## config.mk

```make
export PLATFORM = sky130hd
export DESIGN_NAME = serial_word_adder_flat
export DESIGN_NICKNAME = d
export VERILOG_FILES = /design/src/rtl/serial_word_adder_pkg.sv /design/src/rtl/serial_word_adder_if.sv /design/src/rtl/ripple_carry_adder.sv /design/src/rtl/serial_word_adder.sv /design/src/flat_wrapper.sv
export SDC_FILE = /design/constraint.sdc
export NUM_CORES = 1
export LEC_CHECK = 0
export BUFFER_PORTS_ARGS = -buffer_cell sky130_fd_sc_hd__buf_4
export CORE_MARGIN = 3
export CORE_UTILIZATION = 40
export DETAILED_ROUTE_END_ITERATION = 6
export GPL_ROUTABILITY_DRIVEN = 0
export GPL_TIMING_DRIVEN = 0
export PLACE_DENSITY_LB_ADDON = 0.05
export SYNTH_ARGS = -nofsm -noshare
export SYNTH_HDL_FRONTEND = slang
export SYNTH_HIERARCHICAL = 1
export SYNTH_SLANG_ARGS = --single-unit
```

## constraint.sdc

```tcl
create_clock -name clk -period 32.7 [get_ports clk]
set_input_delay 0 -clock clk [delete_from_list [all_inputs] [get_ports clk]]
set_output_delay 0 -clock clk [all_outputs]
set_load 0.005 [all_outputs]
```

## src/rtl/serial_word_adder_pkg.sv

```systemverilog
// Shared constants and state encoding for the multi-word serial adder.
package serial_word_adder_pkg;

    localparam int WORD_W = 32;

    typedef enum logic {
        IDLE   = 1'b0,
        ACTIVE = 1'b1
    } state_t;

endpackage

```

## src/rtl/serial_word_adder_if.sv

```systemverilog
// Operand-in / result-out stream bundle for serial_word_adder.
interface serial_word_adder_if #(
    parameter int CNT_W = 3
);
    import serial_word_adder_pkg::*;

    logic                in_valid;
    logic                in_ready;
    logic [WORD_W-1:0]   in_a;
    logic [WORD_W-1:0]   in_b;
    logic                in_cin;
    logic                in_first;
    logic                in_last;

    logic                out_valid;
    logic                out_ready;
    logic [WORD_W-1:0]   out_sum;
    logic [CNT_W-1:0]    out_idx;
    logic                out_last;
    logic                out_cout;
    logic                out_ovf;
    logic                seq_err;

    modport master (
        output in_valid, in_a, in_b, in_cin, in_first, in_last, out_ready,
        input  in_ready, out_valid, out_sum, out_idx, out_last, out_cout, out_ovf, seq_err
    );

    modport slave (
        input  in_valid, in_a, in_b, in_cin, in_first, in_last, out_ready,
        output in_ready, out_valid, out_sum, out_idx, out_last, out_cout, out_ovf, seq_err
    );

endinterface

```

## src/rtl/ripple_carry_adder.sv

```systemverilog
// Purely combinational ripple-carry adder, one full-adder cell per bit.
module ripple_carry_adder #(
    parameter int WIDTH = 32
) (
    input  logic [WIDTH-1:0] a,
    input  logic [WIDTH-1:0] b,
    input  logic             cin,
    output logic [WIDTH-1:0] sum,
    output logic             cout
);

    always_comb begin
        logic carry;
        carry = cin;
        sum   = '0;
        for (int i = 0; i < WIDTH; i++) begin
            sum[i] = a[i] ^ b[i] ^ carry;
            carry  = (a[i] & b[i]) | (a[i] & carry) | (b[i] & carry);
        end
        cout = carry;
    end

endmodule

```

## src/rtl/serial_word_adder.sv

```systemverilog
// Multi-precision adder: streams LS-first word pairs through one 32-bit adder,
// chaining carry through a register and flagging final carry/overflow.
module serial_word_adder
    import serial_word_adder_pkg::*;
#(
    parameter int CNT_W = 3
) (
    input  logic                      clk,
    input  logic                      rst,
    serial_word_adder_if.slave        bus
);

    state_t            state;
    logic              carry_q;
    logic [CNT_W-1:0]  cnt_q;

    logic              accept;
    logic              first_eff;
    logic              len_ovf;
    logic              last_eff;
    logic              proto_err;
    logic              cin_eff;
    logic [CNT_W-1:0]  idx_p0;
    logic [WORD_W-1:0] sum_p0;
    logic              cout_p0;
    logic              ovf_p0;

    assign bus.in_ready = !bus.out_valid || bus.out_ready;
    assign accept       = bus.in_valid && bus.in_ready;

    // A word arriving in IDLE always starts an operation, flagged or not.
    assign first_eff = bus.in_first || (state == IDLE);
    assign len_ovf   = (state == ACTIVE) && !bus.in_first && !bus.in_last
                       && (cnt_q == {CNT_W{1'b1}});
    assign last_eff  = bus.in_last || len_ovf;
    assign proto_err = ((state == IDLE) && !bus.in_first)
                       || ((state == ACTIVE) && bus.in_first)
                       || len_ovf;
    assign cin_eff   = first_eff ? bus.in_cin : carry_q;
    assign idx_p0    = first_eff ? '0 : cnt_q;
    assign ovf_p0    = (bus.in_a[WORD_W-1] == bus.in_b[WORD_W-1])
                       && (sum_p0[WORD_W-1] != bus.in_a[WORD_W-1]);

    ripple_carry_adder #(
        .WIDTH (WORD_W)
    ) u_adder (
        .a    (bus.in_a),
        .b    (bus.in_b),
        .cin  (cin_eff),
        .sum  (sum_p0),
        .cout (cout_p0)
    );

    // Stage p0 -> output register
    always_ff @(posedge clk) begin
        if (rst) begin
            state         <= IDLE;
            carry_q       <= 1'b0;
            cnt_q         <= '0;
            bus.out_valid <= 1'b0;
            bus.out_sum   <= '0;
            bus.out_idx   <= '0;
            bus.out_last  <= 1'b0;
            bus.out_cout  <= 1'b0;
            bus.out_ovf   <= 1'b0;
            bus.seq_err   <= 1'b0;
        end else begin
            bus.seq_err <= accept && proto_err;
            if (accept) begin
                state         <= last_eff ? IDLE : ACTIVE;
                carry_q       <= cout_p0;
                cnt_q         <= idx_p0 + CNT_W'(1);
                bus.out_valid <= 1'b1;
                bus.out_sum   <= sum_p0;
                bus.out_idx   <= idx_p0;
                bus.out_last  <= last_eff;
                bus.out_cout  <= last_eff && cout_p0;
                bus.out_ovf   <= last_eff && ovf_p0;
            end else if (bus.out_ready) begin
                bus.out_valid <= 1'b0;
            end
        end
    end

endmodule

```

## src/flat_wrapper.sv

```systemverilog
// flat-port wrapper written by rule: the top's interface ports become plain ports
module serial_word_adder_flat import serial_word_adder_pkg::*;
#(
    parameter int CNT_W = 3
)
  (clk, rst, bus_in_valid, bus_in_a, bus_in_b, bus_in_cin, bus_in_first, bus_in_last, bus_out_ready, bus_in_ready, bus_out_valid, bus_out_sum, bus_out_idx, bus_out_last, bus_out_cout, bus_out_ovf, bus_seq_err);
  serial_word_adder_if #(.CNT_W(CNT_W)) bus_i ();
  input  logic clk;
  input  logic rst;
  input wire logic [$bits(bus_i.in_valid)-1:0] bus_in_valid;
  input wire logic [$bits(bus_i.in_a)-1:0] bus_in_a;
  input wire logic [$bits(bus_i.in_b)-1:0] bus_in_b;
  input wire logic [$bits(bus_i.in_cin)-1:0] bus_in_cin;
  input wire logic [$bits(bus_i.in_first)-1:0] bus_in_first;
  input wire logic [$bits(bus_i.in_last)-1:0] bus_in_last;
  input wire logic [$bits(bus_i.out_ready)-1:0] bus_out_ready;
  output wire logic [$bits(bus_i.in_ready)-1:0] bus_in_ready;
  output wire logic [$bits(bus_i.out_valid)-1:0] bus_out_valid;
  output wire logic [$bits(bus_i.out_sum)-1:0] bus_out_sum;
  output wire logic [$bits(bus_i.out_idx)-1:0] bus_out_idx;
  output wire logic [$bits(bus_i.out_last)-1:0] bus_out_last;
  output wire logic [$bits(bus_i.out_cout)-1:0] bus_out_cout;
  output wire logic [$bits(bus_i.out_ovf)-1:0] bus_out_ovf;
  output wire logic [$bits(bus_i.seq_err)-1:0] bus_seq_err;
  assign bus_i.in_valid = bus_in_valid;
  assign bus_i.in_a = bus_in_a;
  assign bus_i.in_b = bus_in_b;
  assign bus_i.in_cin = bus_in_cin;
  assign bus_i.in_first = bus_in_first;
  assign bus_i.in_last = bus_in_last;
  assign bus_i.out_ready = bus_out_ready;
  assign bus_in_ready = bus_i.in_ready;
  assign bus_out_valid = bus_i.out_valid;
  assign bus_out_sum = bus_i.out_sum;
  assign bus_out_idx = bus_i.out_idx;
  assign bus_out_last = bus_i.out_last;
  assign bus_out_cout = bus_i.out_cout;
  assign bus_out_ovf = bus_i.out_ovf;
  assign bus_seq_err = bus_i.seq_err;
  serial_word_adder #(.CNT_W(CNT_W)) u_core (.clk(clk), .rst(rst), .bus(bus_i));
endmodule
```

==> Word level (Yosys, flattened, before mapping) <==
Index checks and enable logic that the tools add are counted.
{ "op_classes": {"n_mux": 5, "reduce_logical": 19, "addsub": 1, "n_eq_ne": 3, "bitwise": 225} }
{ "ops": {"columns": ["operator", "count"], "rows": [
  ["$and A1 B1 Y1", 96],
  ["$or A1 B1 Y1", 64],
  ["$xor A1 B1 Y1", 64],
  ["$logic_and A1 B1 Y1", 10],
  ["$logic_or A1 B1 Y1", 5],
  ["$mux W1", 4],
  ["$add A3 B1 Y3 const B", 1],
  ["$eq A3 B3 Y1 const B", 1],
  ["$logic_not A1 Y1", 3],
  ["$mux W3", 1],
  ["$reduce_bool A2 Y1", 1],
  ["$eq A1 B1 Y1", 1],
  ["$ne A1 B1 Y1", 1],
  ["$not A1 Y1", 1]
]} }
{ "totals": {"input_bits": 71, "regBits": 45, "output_inout_bits": 41, "wordCells": 263} }

==> Logic depth before layout (Yosys ltp) <==
{ "depth": {"depth_word": 100, "depth_mapped": 43} }

==> Hierarchy <==
Netlist, hierarchy kept.
{ "by_module_without_submodules": {"columns": ["mod", "instances", "cells_each", "area_per_inst_um2", "seq_area_each_um2"], "rows": [
  ["serial_word_adder", 1, 218, 1880.6, 900.9],
  ["ripple_carry_adder", 1, 42, 678.2, 0.0]
]} }

==> Worst setup path after synthesis <==
No wires, ideal clock.
{ "synth_path": {"path_kind": "register to register", "from": "register u_core.state", "to": "register u_core.bus.out_ovf", "path_slack_ns": 19.107, "synth_period_minus_slack_ns": 13.593, "path_stages_with_launch": 43, "arrival_ns": 13.461, "cell_sequence": "dfxtp_1 ha_1 buf_2 mux2_2 inv_1 fa_1 inv_1 fa_1 fa_1 fa_1 fa_1 fa_1 fa_1 fa_1 fa_1 fa_1 fa_1 fa_1 (+7 left out) fa_1 fa_1 fa_1 fa_1 fa_1 fa_1 fa_1 fa_1 fa_1 fa_1 fa_1 fa_1 inv_1 fa_1 inv_1 and3b_1 o2111ai_1 a21oi_1"} }
{ "synth_between": {"elab_chain_cells": 100} }
{ "synth_rtl": {"columns": ["item", "line_no", "rtl"], "rows": [
  ["from (decl)", "serial_word_adder.sv:13", "state_t state;"],
  ["from (signal assigned)", "serial_word_adder.sv:70", "state <= last_eff ? IDLE : ACTIVE;"],
  ["$not A1 Y1 (*)", "serial_word_adder.sv:32", "assign first_eff = bus.in_first || (state == IDLE);"],
  ["$logic_or A1 B1 Y1 (*)", "serial_word_adder.sv:32", null],
  ["$mux W1 (*)", "serial_word_adder.sv:39", "assign cin_eff = first_eff ? bus.in_cin : carry_q;"],
  ["named net u_core.cin_eff", "serial_word_adder.sv:22", "logic cin_eff;"],
  ["$and A1 B1 Y1", "ripple_carry_adder.sv:18", "carry = (a[i] & b[i]) | (a[i] & carry) | (b[i] & carry);"],
  ["$or A1 B1 Y1", "ripple_carry_adder.sv:18", null],
  ["$or A1 B1 Y1 (*)", "ripple_carry_adder.sv:18", null],
  ["$and A1 B1 Y1", "ripple_carry_adder.sv:18", null],
  ["(+86 left out)", null, null],
  ["$and A1 B1 Y1", "ripple_carry_adder.sv:18", null],
  ["$or A1 B1 Y1", "ripple_carry_adder.sv:18", null],
  ["$or A1 B1 Y1 (*)", "ripple_carry_adder.sv:18", null],
  ["$xor A1 B1 Y1 (*)", "ripple_carry_adder.sv:17", "sum[i] = a[i] ^ b[i] ^ carry;"],
  ["named net u_core.sum_p0[31]", "serial_word_adder.sv:24", "logic [WORD_W-1:0] sum_p0;"],
  ["$ne A1 B1 Y1 (*)", "serial_word_adder.sv:42", "&& (sum_p0[WORD_W-1] != bus.in_a[WORD_W-1]);"],
  ["$logic_and A1 B1 Y1 (*)", "serial_word_adder.sv:42", null],
  ["$logic_and A1 B1 Y1 (*)", "serial_word_adder.sv:78", "bus.out_ovf <= last_eff && ovf_p0;"],
  ["to (signal assigned)", "serial_word_adder.sv:78", null],
  ["to (decl)", "serial_word_adder_if.sv:31", "output in_ready, out_valid, out_sum, out_idx, out_last, out_cout, out_ovf, seq_err"]
]} }
Mark *: on every way through the listed nets, which the timed path passes. The rest lies on a longest branch.
A chain may end at the register's enable or synchronous reset.

==> Final worst setup path <==
Ends and elaborated chain as after synthesis.

==> metrics.md <==
| Metric | Value |
|---|---|
| Outcome | finished clean |
| Final Max Slew Viols | 0 |
| RR Endpoint | u_core/bus.out_ovf$_SDFFE_PP0P_ |
| Number of nets in the layout | 481 |
| CP Class | reg2reg |
| Storage element area | 901 sq um |
| Sequential-to-total area share from yosys stat | 0.352 |
| Least-Margin Pin Slew | 492 ps |
| Max_cap viols | 0 |
| Clock slew at reported path FFs | 90 ps |
| Synthesized area | 2560 sq um |
| R2R setup slack | 18490 ps |
| Endpoint, Worst Hold | u_core/bus.out_idx[0]$_SDFFE_PP0P_ |
| Initial Util | 0.422 |
| Fill cell total of the finished layout | 553 |
| DR vias | 2342 |
| First-pass GRT wire length | 10600 microns |
| Share of cells above drive strength 1 | 0.375 |
| Die X | 86.0 microns |
| Synth Warn # | 6 |
| Period Utilization, post-route | 0.435 |
| DR vias/cell | 5.19 |
| Leading area contributor after synthesis | dfxtp_1 |
| Main combinational cell family by area after synthesis | adder cells |
| Vias in the first global route | 2355 |
| CP max stage delay | 410 ps |
| TritonRoute pass-1 iters | 4 |
| Maximum VDD drop | 21.3 uV |
| Final Hold Viols | 0 |
| Diode count | 0 |
| Synth Flop Type | dfxtp_1 |
| Fmax | 70.4 MHz |
| Final Skew | 6.34 ps |
| Final setup fails | 0 |
| Finished Layout Cells | 451 |
| CTS tree | built |
| Port bufs | 109 |
| P_leak | 0.00158 uW |
| Asr flop ratio synth | 0 |
| Post-synthesis adder-cell area fraction | 0.260 |
| Synth Area in XOR/XNOR | 0 |
| Post-Synthesis Cells | 260 |
| Wirelength per Cell | 14.1 microns |
| Clock Latency Late Sink | 290 ps |
| Critical path launch point type | flip-flop |
| CP most frequent cell | fa_1 |
| Setup_tns | 0 ps |
| Net Count, Synth | 365 |
| EDFF count, synth | 0 |
| Inst Count DP | 444 |
| Drt initial violations | 86 |
| Library cells used by synthesis | 34 |
| Overflow left after global routing | 0 |
| Register-to-Register Path Depth | 42 |
| Power per cell area | 38.9 nW/um^2 |
| Critical path data arrival time | 14380 ps |
| # resized after CTS | 0 |
| Final min period | 14210 ps |
| Die area | 7390 sq um |
| Unrepaired setup endpoints after global routing | false |
| Routed wire length | 6360 microns |
| FF-to-FF Start | u_core/state$_SDFFE_PP0P_ |
| ANT nets after route | 0 |
| Worst hold stages | 2 |
| Max-slew headroom | 0.672 |
| CTS buffer count | 5 |
| Synth area leaders | dfxtp_1 35%, fa_1 25%, a21oi_1 8.4% |
| Syn_area_per_cell | 9.84 sq um |
| Pwr Total | 139 uW |
| Largest net degree at the start of global routing | 14 |
| Simple-gate portion of the synthesized area | 0.112 |
| # hold bufs at CTS | 0 |
| CP max stage cell | fa_1 |
| Max Root-Sink Buffers | 2 |
| H-tree depth | 2 |
| Post-CTS Setup Inserts | 0 |
| Worst setup EP type | flip-flop |
| Hold WC Path Type | in2reg |
| Area grow syn2layout | 39.7% |
| Multi-input logic area | 1440 sq um |
| Io pins | 112 |
| Worst Path Required | 32860 ps |
| Site Rows | 28 |
| Initial antenna violation count | 0 |
| DRC Markers | 0 |
| CTS sink cnt | 45 |
| Multiplexer area fraction after synthesis | 0.00440 |
| Die Ht | 86.0 microns |
| Clock Root Buffer | clkbuf_8 |
| Post-DP HPWL | 4880 microns |
| Gr usage total | 0.177 |
| Core area | 6060 sq um |
| Compound-Gate Fraction of Synth Area | 0.188 |
| Synth top area share | 0.352 |
| Seq cells post-synth | 45 |
| Min-delay src | rst |
| CP max FO | 9 |
-- state kept, by name, summed over array words and instances (netlist names) --
name                  count
u_core/bus.seq_err        1
u_core/carry_q            1
u_core/bus.out_cout       1
u_core/cnt_q              3
u_core/bus.out_idx        3
u_core/bus.out_sum       32
u_core/bus.out_ovf        1
u_core/bus.out_valid      1
u_core/bus.out_last       1
u_core/state              1
-- metrics by stage --
stage | hold slack, ps | util | instance area (sq um) | setup WS (ps)
finish | 22.6 | 0.590 | 3570 | 18490
global route | 38.2 | 0.590 | 3570 | 17970
CTS | 24.1 | 0.590 | 3570 | 18410
detailed placement | 345 | 0.573 | 3470 | 18450
global placement | 345 | 0.573 | 3470 | 18540
floorplan | 210 | - | 2560 | 19110
-- power breakdown --
part	switching, uW	total [uW]	internal (uW)
Combinational	17.0	37.3	20.2
Clock	18.3	40.6	22.2
Sequential	2.04	61.3	59.3
-- area by class of cell --
cell class / count / area share
Multi-Input combinational cell: 177 / 0.404
Clock inverter: 2 / 0.00980
Buffer: 24 / 0.0431
Inverter: 14 / 0.0168
Clock buffer: 5 / 0.0193
Tap cell: 75 / 0.0263
Sequential cell: 45 / 0.252
Timing Repair Buffer: 109 / 0.229
-- cells in the mapped netlist, types with 3 or more instances --
library cell  count
buf_2             7
inv_1            12
clkbuf_2          5
o21ai_0          35
a21oi_1          43
dfxtp_1          45
nand4_1           3
nand3_1          37
fa_1             32
buf_4             4
clkbuf_1          3
o21ai_1           5
buf_6             3
-- how the worst max path moves through the flow --
stage / endpoint / slack (ps) / depth (start not counted) / startpoint
3_3_place_gp: u_core/bus.out_ovf$_SDFFE_PP0P_ / 18540 / 42 / u_core/state$_SDFFE_PP0P_
4_1_cts: u_core/bus.out_ovf$_SDFFE_PP0P_ / 18410 / 42 / u_core/state$_SDFFE_PP0P_
3_5_place_dp: u_core/bus.out_ovf$_SDFFE_PP0P_ / 18450 / 42 / u_core/state$_SDFFE_PP0P_
6_report: u_core/bus.out_ovf$_SDFFE_PP0P_ / 18490 / 42 / u_core/state$_SDFFE_PP0P_
2_1_floorplan: u_core/bus.out_ovf$_SDFFE_PP0P_ / 19110 / 42 / u_core/state$_SDFFE_PP0P_
5_1_grt: u_core/bus.out_ovf$_SDFFE_PP0P_ / 17970 / 42 / u_core/state$_SDFFE_PP0P_
-- per-layer routing --
metal | GRT usage | vias up | part of all wire
li1 | - | 1134 | -
met1 | 0.229 | 1118 | 0.42
met2 | 0.284 | 85 | 0.48
met3 | 0.0586 | 5 | 0.095
met4 | 0.0504 | 0 | 0.012
met5 | 0 | - | 0
-- layout by cell type, fill, tap and decap left out, types with 2 or more instances in the layout --
master    instances
nor3_1            2
clkbuf_8          5
buf_6             3
o21ai_0          35
and2_1            2
ha_1              2
inv_1            12
dfxtp_1          45
nor3b_1           2
a21oi_1          43
o21ai_1           5
clkbuf_1          3
nand4_1           3
fa_1             32
nand3_1          37
buf_4           113
buf_2             7
nor2b_1           2
clkbuf_2          5
-- cells by family (layout without fill, tap and decap cells) --
family	after synthesis	count (layout)
simple gates	52	52
mux	1	1
flops	45	45
fa+ha+maj	34	34
compound gates	90	90
buf+inv	38	154
-- worst max-delay path, delay by kind of cell (launching register included) --
family / cells / cell delay [ps]
adder cells (fa/ha/maj): 33 / 12420
buffers and inverters: 5 / 490
multiplexers: 1 / 350
flip-flops: 1 / 340
AO/OA/AOI/OAI: 2 / 270
AND/OR/NAND/NOR: 1 / 180
No activity file was read; power rests on OpenSTA's default activity.
